**config.mk**
```make
export PLATFORM = sky130hd
export DESIGN_NAME = cgra4ml_axi2ram
export DESIGN_NICKNAME = d
export VERILOG_FILES = /design/src/rtl/cgra4ml_axi2ram.sv
export SDC_FILE = /design/constraint.sdc
export NUM_CORES = 1
export LEC_CHECK = 0
export BUFFER_PORTS_ARGS = -buffer_cell sky130_fd_sc_hd__buf_2
export CORE_MARGIN = 2
export CORE_UTILIZATION = 28
export CTS_CLUSTER_SIZE = 30
export DETAILED_ROUTE_END_ITERATION = 10
export HOLD_SLACK_MARGIN = 0.1
export PLACE_DENSITY = 0.55
export SYNTH_ARGS = -nofsm -noshare
export SYNTH_HDL_FRONTEND = slang
export SYNTH_SLANG_ARGS = --single-unit
export TNS_END_PERCENT = 20
```
**constraint.sdc**
```tcl
create_clock -name clk -period 10.7 [get_ports clk]
set_clock_uncertainty 0.2 [all_clocks]
set_input_delay 1.07 -clock clk [delete_from_list [all_inputs] [get_ports clk]]
set_output_delay 1.07 -clock clk [all_outputs]
set_load 0.005 [all_outputs]
```
**src/rtl/cgra4ml_axi2ram.sv**
```systemverilog
// cgra4ml_axi2ram: AXI4-Lite configured engine that adds pixel and weight RAM words bytewise into
// an output RAM. Define WEIGHTS_CHECKSUM_EN to build the weights checksum register.
module cgra4ml_axi2ram #(
    parameter int ADDR_WIDTH         = 40,
    parameter int DATA_WR_WIDTH      = 32,
    parameter int DATA_RD_WIDTH      = 32,
    parameter int STRB_WIDTH         = 4,
    parameter int C_S_AXI_DATA_WIDTH = 128,
    parameter int C_S_AXI_ADDR_WIDTH = 32,
    parameter int LSB                = $clog2(C_S_AXI_DATA_WIDTH) - 3
) (
    input  logic                                   clk,
    input  logic                                   rst,
    input  logic [ADDR_WIDTH-1:0]                  s_axil_awaddr,
    input  logic [2:0]                             s_axil_awprot,
    input  logic                                   s_axil_awvalid,
    output logic                                   s_axil_awready,
    input  logic [DATA_WR_WIDTH-1:0]               s_axil_wdata,
    input  logic [STRB_WIDTH-1:0]                  s_axil_wstrb,
    input  logic                                   s_axil_wvalid,
    output logic                                   s_axil_wready,
    output logic [1:0]                             s_axil_bresp,
    output logic                                   s_axil_bvalid,
    input  logic                                   s_axil_bready,
    input  logic [ADDR_WIDTH-1:0]                  s_axil_araddr,
    input  logic [2:0]                             s_axil_arprot,
    input  logic                                   s_axil_arvalid,
    output logic                                   s_axil_arready,
    output logic [DATA_RD_WIDTH-1:0]               s_axil_rdata,
    output logic [1:0]                             s_axil_rresp,
    output logic                                   s_axil_rvalid,
    input  logic                                   s_axil_rready,
    output logic                                   o_rd_pixel,
    output logic [C_S_AXI_ADDR_WIDTH-LSB-1:0]      o_raddr_pixel,
    input  logic [C_S_AXI_DATA_WIDTH-1:0]          i_rdata_pixel,
    output logic                                   o_rd_weights,
    output logic [C_S_AXI_ADDR_WIDTH-LSB-1:0]      o_raddr_weights,
    input  logic [C_S_AXI_DATA_WIDTH-1:0]          i_rdata_weights,
    output logic                                   o_we_output,
    output logic [C_S_AXI_ADDR_WIDTH-LSB-1:0]      o_waddr_output,
    output logic [C_S_AXI_DATA_WIDTH-1:0]          o_wdata_output,
    output logic [C_S_AXI_DATA_WIDTH/8-1:0]        o_wstrb_output
);

    localparam int AW = C_S_AXI_ADDR_WIDTH - LSB;
    localparam int NB = C_S_AXI_DATA_WIDTH / 8;
    localparam int NL = C_S_AXI_DATA_WIDTH / 32;

    typedef enum logic [1:0] {StIdle, StRd, StWr} state_t;

    state_t                   state_q;
    logic [DATA_WR_WIDTH-1:0] pixel_base_q, weights_base_q, output_base_q, length_q;
    logic                     done_q;
    logic [AW-1:0]            pix_lat_q, wt_lat_q, out_lat_q;
    logic [DATA_WR_WIDTH-1:0] len_lat_q, idx_q;
    logic [AW-1:0]            idx_next;

    logic                     wr_hs, rd_hs, start_req;
    logic [7:0]               wr_addr;
    logic [DATA_RD_WIDTH-1:0] rd_mux;

    logic unused_bits;
    assign unused_bits = ^{s_axil_awprot, s_axil_arprot,
                           s_axil_awaddr[ADDR_WIDTH-1:8], s_axil_araddr[ADDR_WIDTH-1:8]};

    assign s_axil_bresp = 2'b00;
    assign s_axil_rresp = 2'b00;

    assign wr_hs     = s_axil_awready && s_axil_awvalid && s_axil_wvalid;
    assign rd_hs     = s_axil_arready && s_axil_arvalid;
    assign wr_addr   = s_axil_awaddr[7:0];
    assign start_req = wr_hs && (wr_addr == 8'h00) && s_axil_wstrb[0] && s_axil_wdata[0];
    assign idx_next  = AW'(idx_q + 1);

    function automatic logic [DATA_WR_WIDTH-1:0] apply_strb(
        input logic [DATA_WR_WIDTH-1:0] old_v,
        input logic [DATA_WR_WIDTH-1:0] new_v,
        input logic [STRB_WIDTH-1:0]    strb
    );
        logic [DATA_WR_WIDTH-1:0] r;
        r = old_v;
        for (int b = 0; b < STRB_WIDTH; b++) begin
            if (strb[b]) r[8*b +: 8] = new_v[8*b +: 8];
        end
        return r;
    endfunction

`ifdef WEIGHTS_CHECKSUM_EN
    logic [31:0] checksum_q, lanes_xor;

    always_comb begin
        lanes_xor = '0;
        for (int l = 0; l < NL; l++) lanes_xor = lanes_xor ^ i_rdata_weights[32*l +: 32];
    end

    // The weights word consumed in a WR cycle is the one presented on the read port then.
    always_ff @(posedge clk) begin
        if (rst)                                checksum_q <= '0;
        else if (start_req && state_q == StIdle) checksum_q <= '0;
        else if (state_q == StWr)               checksum_q <= checksum_q ^ lanes_xor;
    end
`endif

    always_comb begin
        rd_mux = '0;
        case (s_axil_araddr[7:0])
            8'h04:   rd_mux = DATA_RD_WIDTH'({done_q, state_q != StIdle});
            8'h08:   rd_mux = DATA_RD_WIDTH'(pixel_base_q);
            8'h0C:   rd_mux = DATA_RD_WIDTH'(weights_base_q);
            8'h10:   rd_mux = DATA_RD_WIDTH'(output_base_q);
            8'h14:   rd_mux = DATA_RD_WIDTH'(length_q);
`ifdef WEIGHTS_CHECKSUM_EN
            8'h18:   rd_mux = DATA_RD_WIDTH'(checksum_q);
`endif
            default: rd_mux = '0;
        endcase
    end

    always_ff @(posedge clk) begin
        if (rst) begin
            s_axil_awready <= 1'b0;
            s_axil_wready  <= 1'b0;
            s_axil_bvalid  <= 1'b0;
            s_axil_arready <= 1'b0;
            s_axil_rvalid  <= 1'b0;
            s_axil_rdata   <= '0;
            pixel_base_q   <= '0;
            weights_base_q <= '0;
            output_base_q  <= '0;
            length_q       <= '0;
        end else begin
            s_axil_awready <= s_axil_awvalid && s_axil_wvalid && !s_axil_bvalid && !s_axil_awready;
            s_axil_wready  <= s_axil_awvalid && s_axil_wvalid && !s_axil_bvalid && !s_axil_awready;
            if (wr_hs)              s_axil_bvalid <= 1'b1;
            else if (s_axil_bready) s_axil_bvalid <= 1'b0;
            if (wr_hs) begin
                case (wr_addr)
                    8'h08:   pixel_base_q   <= apply_strb(pixel_base_q, s_axil_wdata, s_axil_wstrb);
                    8'h0C:   weights_base_q <= apply_strb(weights_base_q, s_axil_wdata, s_axil_wstrb);
                    8'h10:   output_base_q  <= apply_strb(output_base_q, s_axil_wdata, s_axil_wstrb);
                    8'h14:   length_q       <= apply_strb(length_q, s_axil_wdata, s_axil_wstrb);
                    default: ;
                endcase
            end
            s_axil_arready <= s_axil_arvalid && !s_axil_rvalid && !s_axil_arready;
            if (rd_hs) begin
                s_axil_rvalid <= 1'b1;
                s_axil_rdata  <= rd_mux;
            end else if (s_axil_rready) begin
                s_axil_rvalid <= 1'b0;
            end
        end
    end

    always_ff @(posedge clk) begin
        if (rst) begin
            state_q         <= StIdle;
            done_q          <= 1'b0;
            pix_lat_q       <= '0;
            wt_lat_q        <= '0;
            out_lat_q       <= '0;
            len_lat_q       <= '0;
            idx_q           <= '0;
            o_rd_pixel      <= 1'b0;
            o_rd_weights    <= 1'b0;
            o_raddr_pixel   <= '0;
            o_raddr_weights <= '0;
            o_we_output     <= 1'b0;
            o_waddr_output  <= '0;
            o_wstrb_output  <= '0;
        end else begin
            unique case (state_q)
                StIdle: begin
                    if (start_req) begin
                        if (length_q == '0) begin
                            done_q <= 1'b1;
                        end else begin
                            done_q          <= 1'b0;
                            state_q         <= StRd;
                            pix_lat_q       <= pixel_base_q[AW-1:0];
                            wt_lat_q        <= weights_base_q[AW-1:0];
                            out_lat_q       <= output_base_q[AW-1:0];
                            len_lat_q       <= length_q;
                            idx_q           <= '0;
                            o_rd_pixel      <= 1'b1;
                            o_rd_weights    <= 1'b1;
                            o_raddr_pixel   <= pixel_base_q[AW-1:0];
                            o_raddr_weights <= weights_base_q[AW-1:0];
                        end
                    end
                end
                StRd: begin
                    state_q        <= StWr;
                    o_rd_pixel     <= 1'b0;
                    o_rd_weights   <= 1'b0;
                    o_we_output    <= 1'b1;
                    o_waddr_output <= out_lat_q + idx_q[AW-1:0];
                    o_wstrb_output <= '1;
                end
                StWr: begin
                    o_we_output    <= 1'b0;
                    o_wstrb_output <= '0;
                    if (idx_q == len_lat_q - 1) begin
                        state_q <= StIdle;
                        done_q  <= 1'b1;
                    end else begin
                        state_q         <= StRd;
                        idx_q           <= idx_q + 1;
                        o_rd_pixel      <= 1'b1;
                        o_rd_weights    <= 1'b1;
                        o_raddr_pixel   <= pix_lat_q + idx_next;
                        o_raddr_weights <= wt_lat_q + idx_next;
                    end
                end
                default: state_q <= StIdle;
            endcase
        end
    end

    // Read data arrives during the WR cycle, so the sum is formed straight from the ports.
    always_comb begin
        o_wdata_output = '0;
        for (int b = 0; b < NB; b++) begin
            o_wdata_output[8*b +: 8] = i_rdata_pixel[8*b +: 8] + i_rdata_weights[8*b +: 8];
        end
    end

endmodule

```
==> results.txt <==
Status - complete, no violations
Setup CP Type - reg -> reg
Synth top area share - 0.3127
Post-route cell area - 30920 sq um
CTS sink cnt - 401
Hold Crit Endpoint - s_axil_arready$_SDFF_PP0_
Hold Path Origin - s_axil_arready$_SDFF_PP0_
Final setup violation count - 0
Synth warn - 0
GR Util met3 - 0.03425
Root buffer cell - clkbuf_16
Avg Vias per Cell - 4.964
First-pass GRT wire length - 132.7 mm
Area post-placement - 29420 sq um
Final max-slew violation count - 0
DRC - 0
Via count of the first global-routing pass - 22660
CTS clk-pin slew, worst paths - 0.06 ns
CP arrival - 5.93 ns
CP max FO - 10
Cts bufs inserted - 43
Synthesized area - 25670 sq um
Setup WS post-layout - 5.049 ns
CTS tree - built
Initial antenna violation count - 8
Power Density - 114.2 nW/um^2
DRT iter0 DRCs - 1518
Hold depth - 1
Grt met1 use - 0.2482
RD Place Congestion - 0.8833
R2R Path End - o_raddr_weights[27]$_SDFFE_PP0P_
PortBufs - 582
Top post-synthesis cells by count - dfxtp_1 (401), a21oi_1 (356), nand2_1 (339)
Cell repeated most along the worst path - xnor2_1
Hold Path Class - reg -> reg
Antenna viol nets, final - 0
Async set or reset register ratio after synthesis - 0
Mean Syn Cell Area - 8.246 sq um
Post-CTS Hold Fix Bufs - 0
Sequential-to-total area share from yosys stat - 0.3127
# H-tree levels - 2
Synthesized flop and latch total - 401
Die area - 94110 sq um
CP max-delay cell - a2111oi_0
Clock Path Buffers - 3
DR vias - 23840
Top cells by area, synth - dfxtp_1 (31%), ha_1 (9.7%), a21oi_1 (6.9%)
Max cap viols - 0
Setup slack, reg-to-reg - 5.05 ns
Crit Reg-Reg Startpoint - idx_q[2]$_SDFFE_PP0P_
Post-CTS Setup Inserts - 0
Post-Synthesis Cells - 3113
Die Span Y - 306.8 microns
Worst R2R Path Depth - 15
Met2 usage - 0.2783
Setup tns final - 0 ns
Site row count - 111
DR pass1 iterations - 6
Max Fclk - 0.1770 GHz
DP HPWL - 66.12 mm
Req. time, crit path - 10.97 ns
Area Overhead vs Synth - 20.45%
Wirelength per Cell - 17.97 microns
Worst skew pair latency - 0.57 ns
Most frequent cell after synthesis - dfxtp_1
Worst slew pin tran - 1.147 ns
Layout cells sized above 1 - 0.1994
Biggest area consumer among synthesized cells - dfxtp_1
Critical-path cell list - and4_1 -> nand3_1 -> nor3_1 -> nand2_1 -> xnor2_1 -> ha_1 -> o211a_1 -> and2_1 -> a221o_1 -> a21oi_1 -> o211ai_1 -> and3_1 -> a2111oi_0 -> xnor2_1 -> a311oi_1
Top_reg_cell synth - dfxtp_1
Largest net degree at the start of global routing - 140
Final #Nets - 4182
Global route hottest layer - met2
GRT Total Usage - 0.1777
Hold Vio Cnt, Final - 0
CP Capture Type - register
Peak VDD IR - 106.0 uV
EDFF count, synth - 0
RSZ-0062 raised after global routing - false
DP Worst Slack - 5.112 ns
Largest stage delay, worst path - 0.89 ns
Startpoint Class - register
Initial Util - 0.2813
Slew headroom - 0.2324
Io pins - 657
Hold slack - 0.2460 ns
Post_cts resized - 0
DRT Wirelength - 86.32 mm
GRT overflow - 0
Tcrit/Tclk final - 0.5281
Pleak - 13.53 nW
Distinct cell type count after synthesis - 83
Core area - 91250 sq um
Die Wd - 306.8 microns
Crit path time final - 5.651 ns
layout by cell type (no fill, tap or decap), types with 14 or more instances in the layout:
cell / count
nand2_1: 338
xor2_1: 68
mux2i_1: 169
inv_1: 147
o21ai_0: 98
ha_1: 199
clkbuf_16: 45
a21o_1: 63
nand2b_1: 16
nor3_1: 33
nand3_1: 49
a31oi_1: 15
a211oi_1: 56
nand4_1: 17
nor2_1: 305
a21oi_1: 356
a221oi_1: 34
buf_2: 581
o21bai_1: 60
xnor2_1: 171
o211ai_1: 17
fa_1: 19
dfxtp_1: 401
or3_1: 17
a22oi_1: 31
nor4_1: 30
buf_4: 18
and3_1: 14
layer usage:
| layer | vias up | wire [microns] |
|---|---|---|
| met5 | - | 15 |
| met4 | 2 | 2061 |
| met3 | 119 | 5691 |
| met2 | 672 | 38000 |
| met1 | 11100 | 40550 |
| li1 | 11950 | - |
power breakdown:
part	leakage [nW]	internal (W)	switching, W
combinational	9.59	0.000215	0.000222
clock	0.717	0.000942	0.000657
sequential	3.23	0.00149	0.000000502
total	13.5	0.00265	0.000879
kinds of logic (layout without fill, tap and decap cells):
logic type / Yosys count / in the layout / synth area share
simple gates: 902 / 902 / 0.1587
compound gates: 839 / 839 / 0.2089
flops: 401 / 401 / 0.3127
buf+inv: 334 / 829 / 0.05527
xor+xnor: 240 / 240 / 0.08242
fa+ha+maj: 219 / 219 / 0.1123
mux: 177 / 177 / 0.06956
other cells: 1 / 9 / 0.0001461
flip-flops by register name (all words and copies together), names as in the netlist, 2 cells and up:
| signal | cells |
|---|---|
| wt_lat_q | 28 |
| pixel_base_q | 32 |
| o_raddr_weights | 28 |
| out_lat_q | 28 |
| s_axil_rdata | 32 |
| o_waddr_output | 28 |
| weights_base_q | 32 |
| output_base_q | 32 |
| len_lat_q | 32 |
| o_raddr_pixel | 28 |
| pix_lat_q | 28 |
| state_q | 2 |
| length_q | 32 |
| idx_q | 32 |
metrics by stage:
step,std cells,power (W),util
finish,4802,0.003530,0.3389
global route,4799,0.003671,0.3388
detailed placement,4719,0.001969,0.3225
CTS,4797,0.003571,0.3387
global placement,4719,0.001964,0.3225
floorplan,3116,0.001770,-
critical path: cells and delay by family, from the launching register on:
kind / cells / cell delay, ns
flip-flops: 1 / 0.52
adder cells (fa/ha/maj): 1 / 0.34
AO/OA/AOI/OAI: 6 / 2.36
XOR/XNOR: 2 / 0.45
AND/OR/NAND/NOR: 6 / 1.66
worst max-delay path by stage:
stage | start | to | slack, ns | cells after the start
3_5_place_dp | s_axil_wvalid | o_raddr_pixel[25]$_SDFFE_PP0P_ | 5.11 | 12
3_3_place_gp | s_axil_wvalid | o_raddr_pixel[25]$_SDFFE_PP0P_ | 5.15 | 12
5_1_grt | idx_q[2]$_SDFFE_PP0P_ | o_raddr_weights[27]$_SDFFE_PP0P_ | 4.84 | 15
4_1_cts | idx_q[2]$_SDFFE_PP0P_ | o_raddr_weights[27]$_SDFFE_PP0P_ | 5.15 | 15
2_1_floorplan | idx_q[2]$_SDFFE_PP0P_ | o_raddr_weights[27]$_SDFFE_PP0P_ | 6.35 | 15
6_report | idx_q[2]$_SDFFE_PP0P_ | o_raddr_weights[27]$_SDFFE_PP0P_ | 5.05 | 15
final cells by class:
| type | count | area, sq um |
|---|---|---|
| repair buffers | 601 | 3078 |
| clock inverters | 16 | 222.7 |
| flip-flops and latches | 401 | 8028 |
| clock buffers | 62 | 1260 |
| fillers | 9693 | 60330 |
| diodes | 5 | 12.51 |
| inverters | 150 | 563.0 |
| well taps | 1186 | 1484 |
| multi-input cells | 2381 | 16270 |
Power figures use the tool's default switching activity.
